<file path="config.mk">
export PLATFORM = sky130hd
export DESIGN_NAME = config_accumulator_flat
export DESIGN_NICKNAME = d
export VERILOG_FILES = /design/src/rtl/config_mult_pkg.sv /design/src/rtl/config_accumulator_if.sv /design/src/rtl/lane_split_adder.sv /design/src/rtl/config_accumulator.sv /design/src/flat_wrapper.sv
export SDC_FILE = /design/constraint.sdc
export NUM_CORES = 1
export LEC_CHECK = 0
export BUFFER_PORTS_ARGS = -buffer_cell sky130_fd_sc_hd__buf_4
export CAP_MARGIN = 25
export CORE_UTILIZATION = 58
export CTS_CLUSTER_SIZE = 28
export DETAILED_ROUTE_END_ITERATION = 10
export PLACE_DENSITY = 0.81
export SLEW_MARGIN = 10
export SYNTH_ARGS = -nofsm -noshare
export SYNTH_HDL_FRONTEND = slang
export SYNTH_SLANG_ARGS = --single-unit
export TNS_END_PERCENT = 100
</file>
<file path="constraint.sdc">
create_clock -name clk_i -period 10.1 [get_ports clk_i]
set_input_delay 2.525 -clock clk_i [delete_from_list [all_inputs] [get_ports clk_i]]
set_output_delay 2.525 -clock clk_i [all_outputs]
set_load 0.02 [all_outputs]
</file>
<file path="src/rtl/config_mult_pkg.sv">
// Shared types and helpers for the precision-scalable multiplier / accumulator pair.
// Encodings match the multiplier's halvedPrecision field.
package config_mult_pkg;

  typedef enum logic [1:0] {
    PREC_FULL    = 2'b00,
    PREC_HALF    = 2'b10,
    PREC_QUARTER = 2'b01
  } precT;

  typedef enum logic [1:0] {
    IDLE  = 2'b00,
    ACCUM = 2'b01,
    DONE  = 2'b10
  } stateT;

  localparam int PRODUCT_W = 16;

  // The unused code 2'b11 behaves as quarter precision.
  function automatic precT normPrec(input logic [1:0] mode);
    case (mode)
      2'b00:   return PREC_FULL;
      2'b10:   return PREC_HALF;
      default: return PREC_QUARTER;
    endcase
  endfunction

  function automatic int laneCount(input precT mode);
    case (mode)
      PREC_FULL: return 1;
      PREC_HALF: return 2;
      default:   return 4;
    endcase
  endfunction

endpackage

</file>
<file path="src/rtl/config_accumulator_if.sv">
// Product-in / sum-out handshake bundle of the accumulator.
// master = upstream/downstream environment, slave = accumulator.
interface config_accumulator_if #(
  parameter int ACC_WIDTH = 32,
  parameter int LEN_WIDTH = 8
);

  logic [15:0]          product_i;
  logic [1:0]           halvedPrecision_i;
  logic [LEN_WIDTH-1:0] len_i;
  logic                 in_valid_i;
  logic                 in_ready_o;
  logic                 clear_i;
  logic [ACC_WIDTH-1:0] acc_o;
  logic                 out_valid_o;
  logic                 out_ready_i;
  logic                 busy_o;

  modport master (
    output product_i, halvedPrecision_i, len_i, in_valid_i, clear_i, out_ready_i,
    input  in_ready_o, acc_o, out_valid_o, busy_o
  );

  modport slave (
    input  product_i, halvedPrecision_i, len_i, in_valid_i, clear_i, out_ready_i,
    output in_ready_o, acc_o, out_valid_o, busy_o
  );

endinterface

</file>
<file path="src/rtl/lane_split_adder.sv">
// Lane-partitioned adder: adds a sign-extended packed product to the accumulator,
// cutting the carry chain at half/quarter boundaries according to the precision mode.
module lane_split_adder
  import config_mult_pkg::*;
#(
  parameter int ACC_WIDTH = 32
) (
  input  precT                        mode,
  input  logic                        load,
  input  logic signed [ACC_WIDTH-1:0] acc,
  input  logic [PRODUCT_W-1:0]        product,
  output logic signed [ACC_WIDTH-1:0] sum
);

  localparam int HW = ACC_WIDTH / 2;
  localparam int QW = ACC_WIDTH / 4;

  logic signed [ACC_WIDTH-1:0] opFull;
  logic signed [ACC_WIDTH-1:0] opHalf;
  logic signed [ACC_WIDTH-1:0] opQuarter;
  logic signed [ACC_WIDTH-1:0] operand;
  logic signed [ACC_WIDTH-1:0] base;
  logic [3:0]                  passCarry;
  logic                        carry;

  always_comb begin
    opFull = ACC_WIDTH'(signed'(product));
    for (int k = 0; k < 2; k++) begin
      opHalf[k*HW +: HW] = HW'(signed'(product[k*8 +: 8]));
    end
    for (int k = 0; k < 4; k++) begin
      opQuarter[k*QW +: QW] = QW'(signed'(product[k*4 +: 4]));
    end

    case (mode)
      PREC_FULL: operand = opFull;
      PREC_HALF: operand = opHalf;
      default:   operand = opQuarter;
    endcase

    // Quarter k receives the carry out of quarter k-1 only when both sit in one lane.
    passCarry[0] = 1'b0;
    passCarry[1] = (laneCount(mode) != 4);
    passCarry[2] = (laneCount(mode) == 1);
    passCarry[3] = (laneCount(mode) != 4);

    // The first beat of a run overwrites rather than adds to the previous result.
    base  = load ? '0 : acc;
    carry = 1'b0;
    sum   = '0;
    for (int k = 0; k < 4; k++) begin
      {carry, sum[k*QW +: QW]} = {1'b0, base[k*QW +: QW]}
                               + {1'b0, operand[k*QW +: QW]}
                               + {{QW{1'b0}}, carry & passCarry[k]};
    end
  end

endmodule

</file>
<file path="src/rtl/config_accumulator.sv">
// Accumulate half of the precision-scalable MAC: sums a run of packed products in
// 1/2/4 signed lanes and presents the packed result through a valid/ready register.
module config_accumulator
  import config_mult_pkg::*;
#(
  parameter int ACC_WIDTH = 32,
  parameter int LEN_WIDTH = 8
) (
  input logic                 clk_i,
  input logic                 rst_i,
  config_accumulator_if.slave bus
);

  stateT                       state;
  precT                        modeReg;
  logic [LEN_WIDTH-1:0]        lenReg;
  logic [LEN_WIDTH-1:0]        count;
  logic signed [ACC_WIDTH-1:0] accReg;
  logic                        inReady;
  logic                        outValid;
  logic                        busy;

  precT                        modeIn;
  precT                        addMode;
  logic [LEN_WIDTH-1:0]        lenIn;
  logic                        firstBeat;
  logic                        inFire;
  logic                        outFire;
  logic                        lastBeat;
  logic signed [ACC_WIDTH-1:0] accNext;

  assign modeIn    = normPrec(bus.halvedPrecision_i);
  assign lenIn     = (bus.len_i == '0) ? LEN_WIDTH'(1) : bus.len_i;
  assign firstBeat = (state == IDLE);
  assign addMode   = firstBeat ? modeIn : modeReg;
  assign inFire    = bus.in_valid_i & inReady;
  assign outFire   = outValid & bus.out_ready_i;
  // One extra bit keeps the compare exact when the length is all ones.
  assign lastBeat  = (({1'b0, count} + (LEN_WIDTH+1)'(1)) == {1'b0, lenReg});

  lane_split_adder #(
    .ACC_WIDTH (ACC_WIDTH)
  ) u_adder (
    .mode    (addMode),
    .load    (firstBeat),
    .acc     (accReg),
    .product (bus.product_i),
    .sum     (accNext)
  );

  always_ff @(posedge clk_i or posedge rst_i) begin
    if (rst_i) begin
      state    <= IDLE;
      modeReg  <= PREC_FULL;
      lenReg   <= LEN_WIDTH'(1);
      count    <= '0;
      accReg   <= '0;
      inReady  <= 1'b1;
      outValid <= 1'b0;
      busy     <= 1'b0;
    end else if (bus.clear_i) begin
      state    <= IDLE;
      count    <= '0;
      accReg   <= '0;
      inReady  <= 1'b1;
      outValid <= 1'b0;
      busy     <= 1'b0;
    end else begin
      case (state)
        IDLE: begin
          if (inFire) begin
            modeReg <= modeIn;
            lenReg  <= lenIn;
            accReg  <= accNext;
            count   <= LEN_WIDTH'(1);
            if (lenIn == LEN_WIDTH'(1)) begin
              state    <= DONE;
              inReady  <= 1'b0;
              outValid <= 1'b1;
            end else begin
              state <= ACCUM;
              busy  <= 1'b1;
            end
          end
        end
        ACCUM: begin
          if (inFire) begin
            accReg <= accNext;
            count  <= count + LEN_WIDTH'(1);
            if (lastBeat) begin
              state    <= DONE;
              inReady  <= 1'b0;
              outValid <= 1'b1;
              busy     <= 1'b0;
            end
          end
        end
        DONE: begin
          if (outFire) begin
            state    <= IDLE;
            count    <= '0;
            inReady  <= 1'b1;
            outValid <= 1'b0;
          end
        end
        default: begin
          state    <= IDLE;
          inReady  <= 1'b1;
          outValid <= 1'b0;
          busy     <= 1'b0;
        end
      endcase
    end
  end

  assign bus.acc_o       = accReg;
  assign bus.in_ready_o  = inReady;
  assign bus.out_valid_o = outValid;
  assign bus.busy_o      = busy;

endmodule
</file>
<file path="src/flat_wrapper.sv">
// flat-port wrapper written by rule: the top's interface ports become plain ports
module config_accumulator_flat import config_mult_pkg::*;
#(
  parameter int ACC_WIDTH = 32,
  parameter int LEN_WIDTH = 8
)
  (clk_i, rst_i, bus_product_i, bus_halvedPrecision_i, bus_len_i, bus_in_valid_i, bus_clear_i, bus_out_ready_i, bus_in_ready_o, bus_acc_o, bus_out_valid_o, bus_busy_o);
  config_accumulator_if #(.ACC_WIDTH(ACC_WIDTH), .LEN_WIDTH(LEN_WIDTH)) bus_i ();
  input logic clk_i;
  input logic rst_i;
  input wire logic [$bits(bus_i.product_i)-1:0] bus_product_i;
  input wire logic [$bits(bus_i.halvedPrecision_i)-1:0] bus_halvedPrecision_i;
  input wire logic [$bits(bus_i.len_i)-1:0] bus_len_i;
  input wire logic [$bits(bus_i.in_valid_i)-1:0] bus_in_valid_i;
  input wire logic [$bits(bus_i.clear_i)-1:0] bus_clear_i;
  input wire logic [$bits(bus_i.out_ready_i)-1:0] bus_out_ready_i;
  output wire logic [$bits(bus_i.in_ready_o)-1:0] bus_in_ready_o;
  output wire logic [$bits(bus_i.acc_o)-1:0] bus_acc_o;
  output wire logic [$bits(bus_i.out_valid_o)-1:0] bus_out_valid_o;
  output wire logic [$bits(bus_i.busy_o)-1:0] bus_busy_o;
  assign bus_i.product_i = bus_product_i;
  assign bus_i.halvedPrecision_i = bus_halvedPrecision_i;
  assign bus_i.len_i = bus_len_i;
  assign bus_i.in_valid_i = bus_in_valid_i;
  assign bus_i.clear_i = bus_clear_i;
  assign bus_i.out_ready_i = bus_out_ready_i;
  assign bus_in_ready_o = bus_i.in_ready_o;
  assign bus_acc_o = bus_i.acc_o;
  assign bus_out_valid_o = bus_i.out_valid_o;
  assign bus_busy_o = bus_i.busy_o;
  config_accumulator #(.ACC_WIDTH(ACC_WIDTH), .LEN_WIDTH(LEN_WIDTH)) u_core (.clk_i(clk_i), .rst_i(rst_i), .bus(bus_i));
endmodule
</file>
==> impl_metrics.ini <==
[run_status]
status = completed

[yosys]
synthTopCellsByCount = nand2_1, dfrtp_1, o21ai_0, nor2b_1, ha_1
syn-cell-area_sq_um = 4250
yosys_warnings = 0
synth_cells = 489
avgSynthCellArea_sq_um = 8.69
synth_edf_count = 0
yosysTopAreaCell = dfrtp_1
async_reset_ff_share_pct = 100
synth_compound_area_share_pct = 18.8
synthMuxAreaShare_pct = 4.59
synth-xor-area-share_pct = 5.15
yosysMostFrequentCell = nand2_1
synthSimpleGateAreaFrac_pct = 22.4
synth_top_family_by_area = simple AND/OR/NAND/NOR gates
synthAdderAreaFrac_pct = 12.7
synth.net_count = 559
yosys-top-cells-area = dfrtp_1, ha_1, nor2b_1, nand2_1, o21ai_0
synth_ff_type = dfrtp_1
synth.ff_latch_count = 55
yosysUniqueCellTypes = 58
seq_area_frac_synth_pct = 32.4
synth.top_cell.area_share_pct = 31.2

[clocking]
hold_buffers = 0
cts_sinks = 55
postCtsSetupRepairBufs = 0
clockBufferDepth = 2
worstSkewPairLatency_ns = 0.31
cts_root_buffer = clkbuf_8
cts_made_buffers = 5
htreeDepth = 2
cts_tree = done
clk_pin_slew_worst_paths_ns = 0.10
cts_resized = 0

[final_layout]
multi_input_area_sq_um = 2710
syn2layout_area_growth_pct = 15.5
seq_area_sq_um = 1380
fillerInstances = 537
drive_gt1_share_pct = 18.6
nets = 617
antenna_cells = 0

[floorplanning]
die_w_microns = 87.6
fp.dieH_microns = 87.6
pin_count = 66
core-area_sq_um = 6940
rows = 30
die_area_sq_um = 7670
initial_utilization_pct = 61.2

[job]
maxCapViolations = 0

[timing]
max-slew-margin-rel_pct = 41.3
timing.setup.tns_ns = 0
fmax_mhz = 110
finalSetupViolations = 0
min_period_ns = 9.06
postLayoutSetupSlackWorst_ns = 1.04
hold_viol_final = 0
finalCritPeriodShare_pct = 89.7
rsz0062_at_grt = false
max_slew.worst_pin.slew_ns = 0.876
finalMaxSlewViolations = 0
skew_ns = 0.00938

[pwr]
power.density_nw_per_um2 = 248
vdd_drop_max_v = 0.000168
p_leak_nw = 2.41
p_total_mw = 1.22

[critical_path]
cp_slowest_cell = o41ai_1
path_class = in -> reg
end_kind = flop
crit_path_start_kind = primary input
slowest_delay_ns = 0.56
cp.arrival_ns = 9.27
cp.buffers_inverters = 2
cp_top_family = compound AO/OA/AOI/OAI gates
crit_top_cell = a21oi_1
cp_max_fo = 9
critPathRequiredTime_ns = 10.31

[route]
drt-total-wl_microns = 9760
drt_iter0_drc = 239
final_antenna_net_count = 0
via_per_inst = 5.80
via_count = 3736
drc = 0
dr.pass1.iters = 4
wl_per_cell_microns = 15.1

[global_route]
antenna_found_initial = 0
grt_max_degree = 56
grt_pass1_wl_microns = 16500
grt_overflow = 0
grt_usage_pct = 27.1
grt_pass1_vias = 3541

[worst_hold_path]
hold_path_class = reg -> reg

[place]
globalplace.congestion = 0.832
pre_cts_slack_ns = 0.784
portBuffers = 65
dp_hpwl_microns = 7280
-- metal layers --
metal	GRT usage [%]	share of wire, %
met1	38.9	46
met2	43.1	47
met3	4.52	6.3
met4	6.56	0.95
met5	0	0
-- through the flow --
| step | cells | hold slack [ns] | utilization, % | area, sq um |
|---|---|---|---|---|
| after floorplan | 489 | 0.464 | - | 4250 |
| after global placement | 636 | 0.483 | 69.5 | 4820 |
| after detailed placement | 636 | 0.490 | 69.5 | 4820 |
| after CTS | 644 | 0.505 | 70.7 | 4910 |
| after global routing | 644 | 0.526 | 70.7 | 4910 |
| final | 644 | 0.497 | 70.7 | 4910 |
-- cells in the final DEF (no fill, tap or decap), types with 15 or more instances in the layout --
cell type  instances
buf_4             71
nand2_1           64
dfrtp_1           53
o21ai_0           45
nor2b_1           39
ha_1              32
a21oi_1           30
nor2_1            22
inv_1             21
xnor2_1           15
-- registers in the layout, indices dropped and copies added, names as in the netlist --
register and flops:
u_core.bus.out_valid_o 1, u_core.bus.acc_o 32, u_core.bus.busy_o 1, u_core.modeReg 2, u_core.count 8, u_core.lenReg 8
u_core.state 2, u_core.bus.in_ready_o 1
-- worst min-delay path: stages, from the launching register on --
cell     delay (ns)
dfstp_2        0.39
nand2_1        0.04
o21ai_0        0.07
-- power by group --
group | leakage (nW) | switching [mW] | internal, mW
sequential | 0.725 | 0.0624 | 0.294
combinational | 1.64 | 0.421 | 0.316
clock | 0.0412 | 0.0749 | 0.0488
total | 2.41 | 0.559 | 0.659
-- kinds of logic after synthesis --
kind of cell | Yosys count
AOI/OAI and AO/OA | 127
xor gates and xnor gates | 25
adders and majority gates | 39
buffers and inverters | 42
DFF | 55
muxes | 18
and+or+nand+nor | 183
-- worst paths after layout --
| kind | start | depth (start not counted) | end | slack (ns) |
|---|---|---|---|---|
| min in group asynchronous | rst_i | 3 | u_core.bus.acc_o[2] | 2.40 |
| max reg2reg | u_core.state[0] | 34 | u_core.bus.acc_o[31] | 2.11 |
| min reg2reg | u_core.lenReg[0] | 2 | u_core.lenReg[0] | 0.50 |
| min | u_core.lenReg[0] | 2 | u_core.lenReg[0] | 0.50 |
| max | bus_halvedPrecision_i[0] | 33 | u_core.bus.acc_o[31] | 1.04 |
| max in group asynchronous | rst_i | 3 | u_core.bus.acc_o[17] | 7.22 |
-- cell type report --
| cell class | instances | area share (%) |
|---|---|---|
| clock buffers | 6 | 1.48 |
| repair buffers | 71 | 10.9 |
| clock inverters | 2 | 0.255 |
| flip-flops and latches | 55 | 28.1 |
| well taps | 96 | 2.45 |
| inverters | 22 | 1.68 |
| multi-input cells | 392 | 55.2 |
Power figures use the tool's default switching activity.
